===== src/rtl/gc_mem_sched_if.sv =====
// Signal bundle for gc_mem_sched: client requests and returns, both memory ports,
// and the clear handshake. The scheduler takes the slave side.
interface gc_mem_sched_if #(
   parameter int S = 20,
   parameter int K = 128,
   parameter int N = 4
);
   logic [N-1:0]   c_req;
   logic [N-1:0]   c_we;
   logic [N*S-1:0] c_addr;
   logic [N*K-1:0] c_wdata;
   logic [N-1:0]   c_gnt;
   logic [N-1:0]   c_rvalid;
   logic [N-1:0]   c_rmiss;
   logic [N*K-1:0] c_rdata;
   logic           clr_req;
   logic           clr_done;
   logic           mem_wr_en_0;
   logic           mem_wr_en_1;
   logic [S-1:0]   mem_wr_addr_0;
   logic [S-1:0]   mem_wr_addr_1;
   logic [S-1:0]   mem_rd_addr_0;
   logic [S-1:0]   mem_rd_addr_1;
   logic [K-1:0]   mem_wr_data_0;
   logic [K-1:0]   mem_wr_data_1;
   logic           mem_clr;
   logic           mem_rd_ready_0;
   logic           mem_rd_ready_1;
   logic [K-1:0]   mem_rd_data_0;
   logic [K-1:0]   mem_rd_data_1;

   modport slave (
      input  c_req, c_we, c_addr, c_wdata, clr_req,
             mem_rd_ready_0, mem_rd_ready_1, mem_rd_data_0, mem_rd_data_1,
      output c_gnt, c_rvalid, c_rmiss, c_rdata, clr_done,
             mem_wr_en_0, mem_wr_en_1, mem_wr_addr_0, mem_wr_addr_1,
             mem_rd_addr_0, mem_rd_addr_1, mem_wr_data_0, mem_wr_data_1, mem_clr
   );

   modport master (
      output c_req, c_we, c_addr, c_wdata, clr_req,
             mem_rd_ready_0, mem_rd_ready_1, mem_rd_data_0, mem_rd_data_1,
      input  c_gnt, c_rvalid, c_rmiss, c_rdata, clr_done,
             mem_wr_en_0, mem_wr_en_1, mem_wr_addr_0, mem_wr_addr_1,
             mem_rd_addr_0, mem_rd_addr_1, mem_wr_data_0, mem_wr_data_1, mem_clr
   );
endinterface


===== src/rtl/gc_mem_sched.sv =====
// Label-memory scheduler: round-robin grants of up to two client requests per cycle onto
// two memory ports, tagged read returns after RD_LAT cycles, and a drain-then-clear sequence.
module gc_mem_sched #(
   parameter int S      = 20,
   parameter int K      = 128,
   parameter int N      = 4,
   parameter int RD_LAT = 1
) (
   input  logic          clk,
   input  logic          rst,
   gc_mem_sched_if.slave bus
);

   localparam int CW = $clog2(N);

   typedef enum logic [1:0] {RUN, DRAIN, CLEAR} state_t;

   // The port half of the return tag is the slot index in the pipeline.
   typedef struct packed {
      logic          vld;
      logic          miss;
      logic [CW-1:0] client;
   } tag_t;

   state_t        state_q, state_d;
   logic [CW-1:0] rr_q, rr_d;
   logic          clr_done_q, clr_done_d;
   tag_t [1:0]    pipe_q [RD_LAT];
   tag_t [1:0]    pipe_d [RD_LAT];

   logic [S-1:0]  addr_c  [N];
   logic [K-1:0]  wdata_c [N];
   logic [N-1:0]  busy;
   logic          any_pending;
   logic [N-1:0]  gnt;
   logic [1:0]    slot_vld;
   logic [1:0]    slot_we;
   logic [CW-1:0] slot_cl [2];
   logic [1:0]    rd_ready;
   logic [K-1:0]  rd_data [2];
   logic [1:0]    mwr_en;
   logic [S-1:0]  mwr_addr [2];
   logic [S-1:0]  mrd_addr [2];
   logic [K-1:0]  mwr_data [2];

   assign rd_ready   = {bus.mem_rd_ready_1, bus.mem_rd_ready_0};
   assign rd_data[0] = bus.mem_rd_data_0;
   assign rd_data[1] = bus.mem_rd_data_1;

   always_comb begin
      for (int i = 0; i < N; i++) begin
         addr_c[i]  = bus.c_addr[i*S +: S];
         wdata_c[i] = bus.c_wdata[i*K +: K];
      end
   end

   // NOTE: every always_comb output gets a default first so no path can infer a latch.
   always_comb begin
      busy        = '0;
      any_pending = 1'b0;
      for (int s = 0; s < RD_LAT; s++) begin
         for (int p = 0; p < 2; p++) begin
            if (pipe_q[s][p].vld) begin
               busy[pipe_q[s][p].client] = 1'b1;
               any_pending               = 1'b1;
            end
         end
      end
   end

   // Arbiter: scan from rr; a second candidate that collides with the first ends the scan.
   always_comb begin
      int            c;
      int            last;
      logic [CW-1:0] ci;
      logic [CW-1:0] fi;
      logic          stop;
      logic          allow;
      gnt        = '0;
      slot_vld   = '0;
      slot_we    = '0;
      slot_cl[0] = '0;
      slot_cl[1] = '0;
      rr_d       = rr_q;
      c          = 0;
      last       = 0;
      ci         = '0;
      fi         = '0;
      stop       = 1'b0;
      allow      = rst && (state_q == RUN) && !bus.clr_req;
      for (int i = 0; i < N; i++) begin
         c  = int'(rr_q) + i;
         if (c >= N) c = c - N;
         ci = CW'(c);
         if (allow && !stop && !slot_vld[1] && bus.c_req[ci] && (bus.c_we[ci] || !busy[ci])) begin
            if (!slot_vld[0]) begin
               slot_vld[0] = 1'b1;
               slot_we[0]  = bus.c_we[ci];
               slot_cl[0]  = ci;
               fi          = ci;
               gnt[ci]     = 1'b1;
               last        = c;
            end else if (addr_c[ci] == addr_c[fi] && (bus.c_we[ci] || bus.c_we[fi])) begin
               stop = 1'b1;
            end else begin
               slot_vld[1] = 1'b1;
               slot_we[1]  = bus.c_we[ci];
               slot_cl[1]  = ci;
               gnt[ci]     = 1'b1;
               last        = c;
            end
         end
      end
      if (slot_vld[0]) rr_d = CW'((last + 1) % N);
   end

   always_comb begin
      for (int p = 0; p < 2; p++) begin
         mwr_en[p]   = 1'b0;
         mwr_addr[p] = '0;
         mrd_addr[p] = '0;
         mwr_data[p] = '0;
         if (slot_vld[p]) begin
            if (slot_we[p]) begin
               mwr_en[p]   = 1'b1;
               mwr_addr[p] = addr_c[slot_cl[p]];
               mwr_data[p] = wdata_c[slot_cl[p]];
            end else begin
               mrd_addr[p] = addr_c[slot_cl[p]];
            end
         end
      end
   end

   always_comb begin
      for (int p = 0; p < 2; p++) begin
         pipe_d[0][p].vld    = slot_vld[p] && !slot_we[p];
         pipe_d[0][p].miss   = !rd_ready[p];
         pipe_d[0][p].client = slot_cl[p];
      end
      for (int s = 1; s < RD_LAT; s++) pipe_d[s] = pipe_q[s-1];
   end

   always_comb begin
      logic [N-1:0] rv;
      logic [N-1:0] rm;
      logic [K-1:0] rdat [N];
      rv = '0;
      rm = '0;
      for (int i = 0; i < N; i++) rdat[i] = '0;
      for (int p = 0; p < 2; p++) begin
         if (rst && pipe_q[RD_LAT-1][p].vld) begin
            rv[pipe_q[RD_LAT-1][p].client]   = 1'b1;
            rm[pipe_q[RD_LAT-1][p].client]   = pipe_q[RD_LAT-1][p].miss;
            rdat[pipe_q[RD_LAT-1][p].client] = rd_data[p];
         end
      end
      bus.c_rvalid = rv;
      bus.c_rmiss  = rm;
      bus.c_rdata  = '0;
      for (int i = 0; i < N; i++) bus.c_rdata[i*K +: K] = rdat[i];
   end

   always_comb begin
      state_d    = state_q;
      clr_done_d = 1'b0;
      case (state_q)
         RUN:     if (bus.clr_req) state_d = DRAIN;
         DRAIN:   if (!any_pending) state_d = CLEAR;
         CLEAR: begin
            state_d    = RUN;
            clr_done_d = 1'b1;
         end
         default: state_d = RUN;
      endcase
   end

   // NOTE: sequential state uses non-blocking assignments so every flop samples pre-edge values.
   always_ff @(posedge clk) begin
      if (!rst) begin
         state_q    <= RUN;
         rr_q       <= '0;
         clr_done_q <= 1'b0;
         for (int s = 0; s < RD_LAT; s++) pipe_q[s] <= '0;
      end else begin
         state_q    <= state_d;
         rr_q       <= rr_d;
         clr_done_q <= clr_done_d;
         for (int s = 0; s < RD_LAT; s++) pipe_q[s] <= pipe_d[s];
      end
   end

   assign bus.c_gnt         = gnt;
   assign bus.mem_wr_en_0   = mwr_en[0];
   assign bus.mem_wr_en_1   = mwr_en[1];
   assign bus.mem_wr_addr_0 = mwr_addr[0];
   assign bus.mem_wr_addr_1 = mwr_addr[1];
   assign bus.mem_rd_addr_0 = mrd_addr[0];
   assign bus.mem_rd_addr_1 = mrd_addr[1];
   assign bus.mem_wr_data_0 = mwr_data[0];
   assign bus.mem_wr_data_1 = mwr_data[1];
   assign bus.mem_clr       = rst && (state_q == CLEAR);
   assign bus.clr_done      = clr_done_q;

endmodule

===== src/flat_wrapper.sv =====
// flat-port wrapper written by rule: the top's interface ports become plain ports
module gc_mem_sched_flat 
#(
   parameter int S      = 20,
   parameter int K      = 128,
   parameter int N      = 4,
   parameter int RD_LAT = 1
)
  (clk, rst, bus_c_req, bus_c_we, bus_c_addr, bus_c_wdata, bus_clr_req, bus_mem_rd_ready_0, bus_mem_rd_ready_1, bus_mem_rd_data_0, bus_mem_rd_data_1, bus_c_gnt, bus_c_rvalid, bus_c_rmiss, bus_c_rdata, bus_clr_done, bus_mem_wr_en_0, bus_mem_wr_en_1, bus_mem_wr_addr_0, bus_mem_wr_addr_1, bus_mem_rd_addr_0, bus_mem_rd_addr_1, bus_mem_wr_data_0, bus_mem_wr_data_1, bus_mem_clr);
  gc_mem_sched_if #(.S(S), .K(K), .N(N)) bus_i ();
  input  logic clk;
  input  logic rst;
  input wire logic [$bits(bus_i.c_req)-1:0] bus_c_req;
  input wire logic [$bits(bus_i.c_we)-1:0] bus_c_we;
  input wire logic [$bits(bus_i.c_addr)-1:0] bus_c_addr;
  input wire logic [$bits(bus_i.c_wdata)-1:0] bus_c_wdata;
  input wire logic [$bits(bus_i.clr_req)-1:0] bus_clr_req;
  input wire logic [$bits(bus_i.mem_rd_ready_0)-1:0] bus_mem_rd_ready_0;
  input wire logic [$bits(bus_i.mem_rd_ready_1)-1:0] bus_mem_rd_ready_1;
  input wire logic [$bits(bus_i.mem_rd_data_0)-1:0] bus_mem_rd_data_0;
  input wire logic [$bits(bus_i.mem_rd_data_1)-1:0] bus_mem_rd_data_1;
  output wire logic [$bits(bus_i.c_gnt)-1:0] bus_c_gnt;
  output wire logic [$bits(bus_i.c_rvalid)-1:0] bus_c_rvalid;
  output wire logic [$bits(bus_i.c_rmiss)-1:0] bus_c_rmiss;
  output wire logic [$bits(bus_i.c_rdata)-1:0] bus_c_rdata;
  output wire logic [$bits(bus_i.clr_done)-1:0] bus_clr_done;
  output wire logic [$bits(bus_i.mem_wr_en_0)-1:0] bus_mem_wr_en_0;
  output wire logic [$bits(bus_i.mem_wr_en_1)-1:0] bus_mem_wr_en_1;
  output wire logic [$bits(bus_i.mem_wr_addr_0)-1:0] bus_mem_wr_addr_0;
  output wire logic [$bits(bus_i.mem_wr_addr_1)-1:0] bus_mem_wr_addr_1;
  output wire logic [$bits(bus_i.mem_rd_addr_0)-1:0] bus_mem_rd_addr_0;
  output wire logic [$bits(bus_i.mem_rd_addr_1)-1:0] bus_mem_rd_addr_1;
  output wire logic [$bits(bus_i.mem_wr_data_0)-1:0] bus_mem_wr_data_0;
  output wire logic [$bits(bus_i.mem_wr_data_1)-1:0] bus_mem_wr_data_1;
  output wire logic [$bits(bus_i.mem_clr)-1:0] bus_mem_clr;
  assign bus_i.c_req = bus_c_req;
  assign bus_i.c_we = bus_c_we;
  assign bus_i.c_addr = bus_c_addr;
  assign bus_i.c_wdata = bus_c_wdata;
  assign bus_i.clr_req = bus_clr_req;
  assign bus_i.mem_rd_ready_0 = bus_mem_rd_ready_0;
  assign bus_i.mem_rd_ready_1 = bus_mem_rd_ready_1;
  assign bus_i.mem_rd_data_0 = bus_mem_rd_data_0;
  assign bus_i.mem_rd_data_1 = bus_mem_rd_data_1;
  assign bus_c_gnt = bus_i.c_gnt;
  assign bus_c_rvalid = bus_i.c_rvalid;
  assign bus_c_rmiss = bus_i.c_rmiss;
  assign bus_c_rdata = bus_i.c_rdata;
  assign bus_clr_done = bus_i.clr_done;
  assign bus_mem_wr_en_0 = bus_i.mem_wr_en_0;
  assign bus_mem_wr_en_1 = bus_i.mem_wr_en_1;
  assign bus_mem_wr_addr_0 = bus_i.mem_wr_addr_0;
  assign bus_mem_wr_addr_1 = bus_i.mem_wr_addr_1;
  assign bus_mem_rd_addr_0 = bus_i.mem_rd_addr_0;
  assign bus_mem_rd_addr_1 = bus_i.mem_rd_addr_1;
  assign bus_mem_wr_data_0 = bus_i.mem_wr_data_0;
  assign bus_mem_wr_data_1 = bus_i.mem_wr_data_1;
  assign bus_mem_clr = bus_i.mem_clr;
  gc_mem_sched #(.S(S), .K(K), .N(N), .RD_LAT(RD_LAT)) u_core (.clk(clk), .rst(rst), .bus(bus_i));
endmodule

===== config.mk =====
export PLATFORM = sky130hd
export DESIGN_NAME = gc_mem_sched_flat
export DESIGN_NICKNAME = d
export VERILOG_FILES = /design/src/rtl/gc_mem_sched_if.sv /design/src/rtl/gc_mem_sched.sv /design/src/flat_wrapper.sv
export SDC_FILE = /design/constraint.sdc
export NUM_CORES = 2
export LEC_CHECK = 0
export BUFFER_PORTS_ARGS = -buffer_cell sky130_fd_sc_hd__buf_2
export CORE_AREA = 2 2 678 680
export CTS_CLUSTER_SIZE = 25
export DETAILED_ROUTE_END_ITERATION = 6
export DIE_AREA = 0 0 680 682
export SYNTH_ARGS = -nofsm -noshare
export SYNTH_HDL_FRONTEND = slang
export SYNTH_SLANG_ARGS = --single-unit

===== constraint.sdc =====
create_clock -name clk -period 8.4 [get_ports clk]
set_clock_uncertainty 0.2 [all_clocks]
set_input_delay 1.26 -clock clk [delete_from_list [all_inputs] [get_ports clk]]
set_output_delay 1.26 -clock clk [all_outputs]
set_load 0.1 [all_outputs]

==> impl_metrics.csv <==
group,metric,value,unit
run_status,status,"finished with violations",
run_status,violations,"negative setup slack",
placement,place_hpwl,429300,um
placement,portBuffers,1724,
pwr,p_leak,19.88,nW
cts,clockBufferDepth,2,
placement,routabilityCongestion,1.030,
setup_path,cp.arrival,6.95,ns
floorplan,io_pins,1725,
floorplan,dieArea,463800,um2
pwr,power_density,235.1,nW/um2
yosys,synthMuxAreaShare,38.93,%
yosys,syn_inst,2636,
pwr,ir_worst_vdd,159.5,uV
yosys,synth_top_family_by_area,"multiplexers",
yosys,seq_area_frac_synth,1.222,%
yosys,synth_simple_gate_area_share,16.18,%
layout,final_common_cell,"buf_2",
yosys,synth_xor_area_share,2.222,%
grt,grt_max_degree,110,
grt,grt-ovfl-total,0,
grt,grt_pass1_vias,33181,
placement,placed_area,44690,um2
pwr,power.total,0.01132,W
yosys,ys_seq_elements,13,
cts,cts_made_buffers,3,
setup_path,start_kind,"input pin",
cts,h-tree-depth,1,
sta,max_clock_freq,118.9,MHz
floorplan,fp.dieH,682,um
cts,cts_tree,"built",
detailed_routing,first_pass_iters,6,
setup_path,path_class,"input pin to output port",
sta,slew_violations,0,
detailed_routing,num_vias,39021,
yosys,synth_flop_cell,"dfxtp_1",
floorplan,die_x,680,um
cts,clk_pin_slew,0.05,ns
cts,cts.sinks,13,
yosys,yosysUniqueCellTypes,87,
yosys,synth-compound-area-share,33.71,%
detailed_routing,wire_per_inst,42.25,um
detailed_routing,first_iter_violations,4635,
yosys,synth_edf_count,0,
grt,grt_pass1_wl,543700,um
layout,layout.cells.most_common_list,"buf_2, a22o_1, buf_12, buf_4, nand2_1",
cts,clock_latency,0.25,ns
yosys,synth_area,21290,um2
sta,layout_min_cycle_time,8.407,ns
yosys,ys_warn_count,0,
sta,fin_ws,-0.007040,ns
flow_run,maxCapViolCount,0,
yosys,async_flop_share,0,%
detailed_routing,viasPerCell,3.460,
yosys,synth_area_per_cell,8.076,um2
min_path,hold_path_class,"register to register",
layout,drive_gt1_share,59.58,%
layout,final_util,10.53,%
yosys,synthAdderAreaFrac,0.2939,%
layout,nFillCells,53341,
sta,worst_pin_slew,1.255,ns
sta,rsz0062_at_grt,"yes",
grt,antenna_found_initial,387,
layout,fin_area,48150,um2
setup_path,cp_max_fo,13,
detailed_routing,wirelength,476500,um
floorplan,core-area,457400,um2
setup_path,worstPathRequired,6.94,ns
sta,finalHoldViolCount,0,
yosys,synthesis.nets,3502,
cts,cts_root_buf,"clkbuf_16",
floorplan,rows,249,
sta,post-route-period-util,100.1,%
layout,areaGrowthSynthToFinish,126.2,%
sta,setup_viol,2,
detailed_routing,drc,0,
grt,grt.total_usage,19.32,%
setup_path,reg2reg_slack,2.39,ns
detailed_routing,drt.antenna.violating_nets,0,
sta,slew_headroom,15.42,%
setup_path,worstSetupEndpointType,"output port",
floorplan,start_util,4.655,%
layout,nets,5300,
[cells in the mapped netlist, types with 10 or more instances]
cell | n | area (um2)
nand3_1 | 27 | 135.1
o21ai_0 | 72 | 360.4
clkbuf_1 | 198 | 743.2
nor2_1 | 96 | 360.4
o211ai_1 | 27 | 202.7
a211oi_1 | 18 | 135.1
a31oi_1 | 14 | 87.58
inv_1 | 50 | 187.7
nor2b_1 | 30 | 187.7
a22o_1 | 447 | 3915
buf_2 | 91 | 455.4
mux2i_1 | 279 | 2793
o22ai_1 | 137 | 857.1
nor3_1 | 25 | 125.1
and2_1 | 170 | 1064
dfxtp_1 | 13 | 260.3
nand2_1 | 292 | 1096
a311oi_1 | 10 | 87.58
xnor2_1 | 32 | 280.3
mux4_2 | 239 | 5383
nor4_1 | 10 | 62.56
buf_1 | 30 | 112.6
a21oi_1 | 123 | 615.6
xor2_1 | 22 | 192.7
[kinds of logic (layout without fill, tap and decap cells)]
| logic type | Yosys count | in the layout |
|---|---|---|
| AO/OA/AOI/OAI | 951 | 951 |
| buffers and inverters | 380 | 2177 |
| flip-flops | 13 | 13 |
| multiplexers | 528 | 528 |
| other | 0 | 821 |
| XOR/XNOR | 54 | 54 |
| adder cells (fa/ha/maj) | 5 | 5 |
| AND/OR/NAND/NOR | 705 | 705 |
[layout make-up]
class / count / area (um2) / area share, %
antenna: 821 / 2054 / 4.267
clock buffer: 4 / 78.83 / 0.1637
inverter: 52 / 200.2 / 0.4158
multi-input combinational: 2243 / 20960 / 43.53
sequential: 13 / 265.3 / 0.5509
tap: 6024 / 7537 / 15.65
timing repair buffer: 2121 / 17050 / 35.42
[repair_timing]
action                     4_1_cts  5_1_grt
resized for setup               31      137
buffers inserted                13       25
cloned                           0        6
setup endpoints to repair      168      165
hold endpoints to repair         0        0
hold buffers                     0        0
pin swaps                        3       25
[flip-flops by register name, summed over array words and instances, names as in the netlist]
name                 cells
u_core.state_q           2
u_core.bus.clr_done      1
u_core.pipe_q            8
u_core.rr_q              2
[metrics by stage]
stage                     setup slack, ns  hold WS (ns)  instances   TNS [ns]
after floorplan                   -0.8221        0.2651       2636     -71.41
after global placement            -0.5196        0.3044      10413     -52.27
after detailed placement          -0.4084        0.2934      10413     -37.74
after CTS                       0.0001239        0.3028      10430          0
after global routing             -0.04341        0.3379      11160    -0.7633
final                           -0.007040        0.3017      11278  -0.009389
[final timing paths]
| path | endpoint | start | cells past startpoint |
|---|---|---|---|
| worst max-delay path | bus_mem_wr_addr_1[12] | bus_c_we[1] | 22 |
| worst min-delay path | u_core.bus.clr_done | u_core.state_q[1] | 2 |
| worst max register to register | u_core.rr_q[0] | u_core.rr_q[1] | 21 |
| worst min register to register | u_core.bus.clr_done | u_core.state_q[1] | 2 |
[critical path, stage by stage]
cell and delay, ns:
buf_2 0.16, buf_4 0.16, mux4_2 0.47, a41oi_2 0.17
buf_4 0.16, buf_4 0.12, a31oi_2 0.14, o211ai_4 0.23
o211a_1 0.53, mux2i_1 0.29, mux2_2 0.20, o311ai_0 0.16
nor4_2 0.29, and4_4 0.27, nand4_1 0.18, and3_4 0.24
a221o_4 0.49, buf_4 0.18, buf_12 0.16, mux4_2 0.59
and2_2 0.28, buf_12 0.16
[where the power goes]
group	internal, W	switching, W	total [W]	leakage, nW
registers	0.0000766	0.0000372	0.000114	0.108
logic	0.00328	0.00783	0.0111	19.7
clock network	0.0000643	0.0000291	0.0000934	0.0433
total	0.00342	0.00790	0.0113	19.9
[layer usage]
| layer | share of wire [%] | track usage, % | vias up |
|---|---|---|---|
| met2 | 48 | 32.29 | 3125 |
| met3 | 11 | 8.915 | 1044 |
| met1 | 31 | 18.36 | 19633 |
| met5 | 0.35 | 0.3853 | - |
| met4 | 8.7 | 15.26 | 182 |
| li1 | - | - | 15037 |
Power figures use the tool's default switching activity.
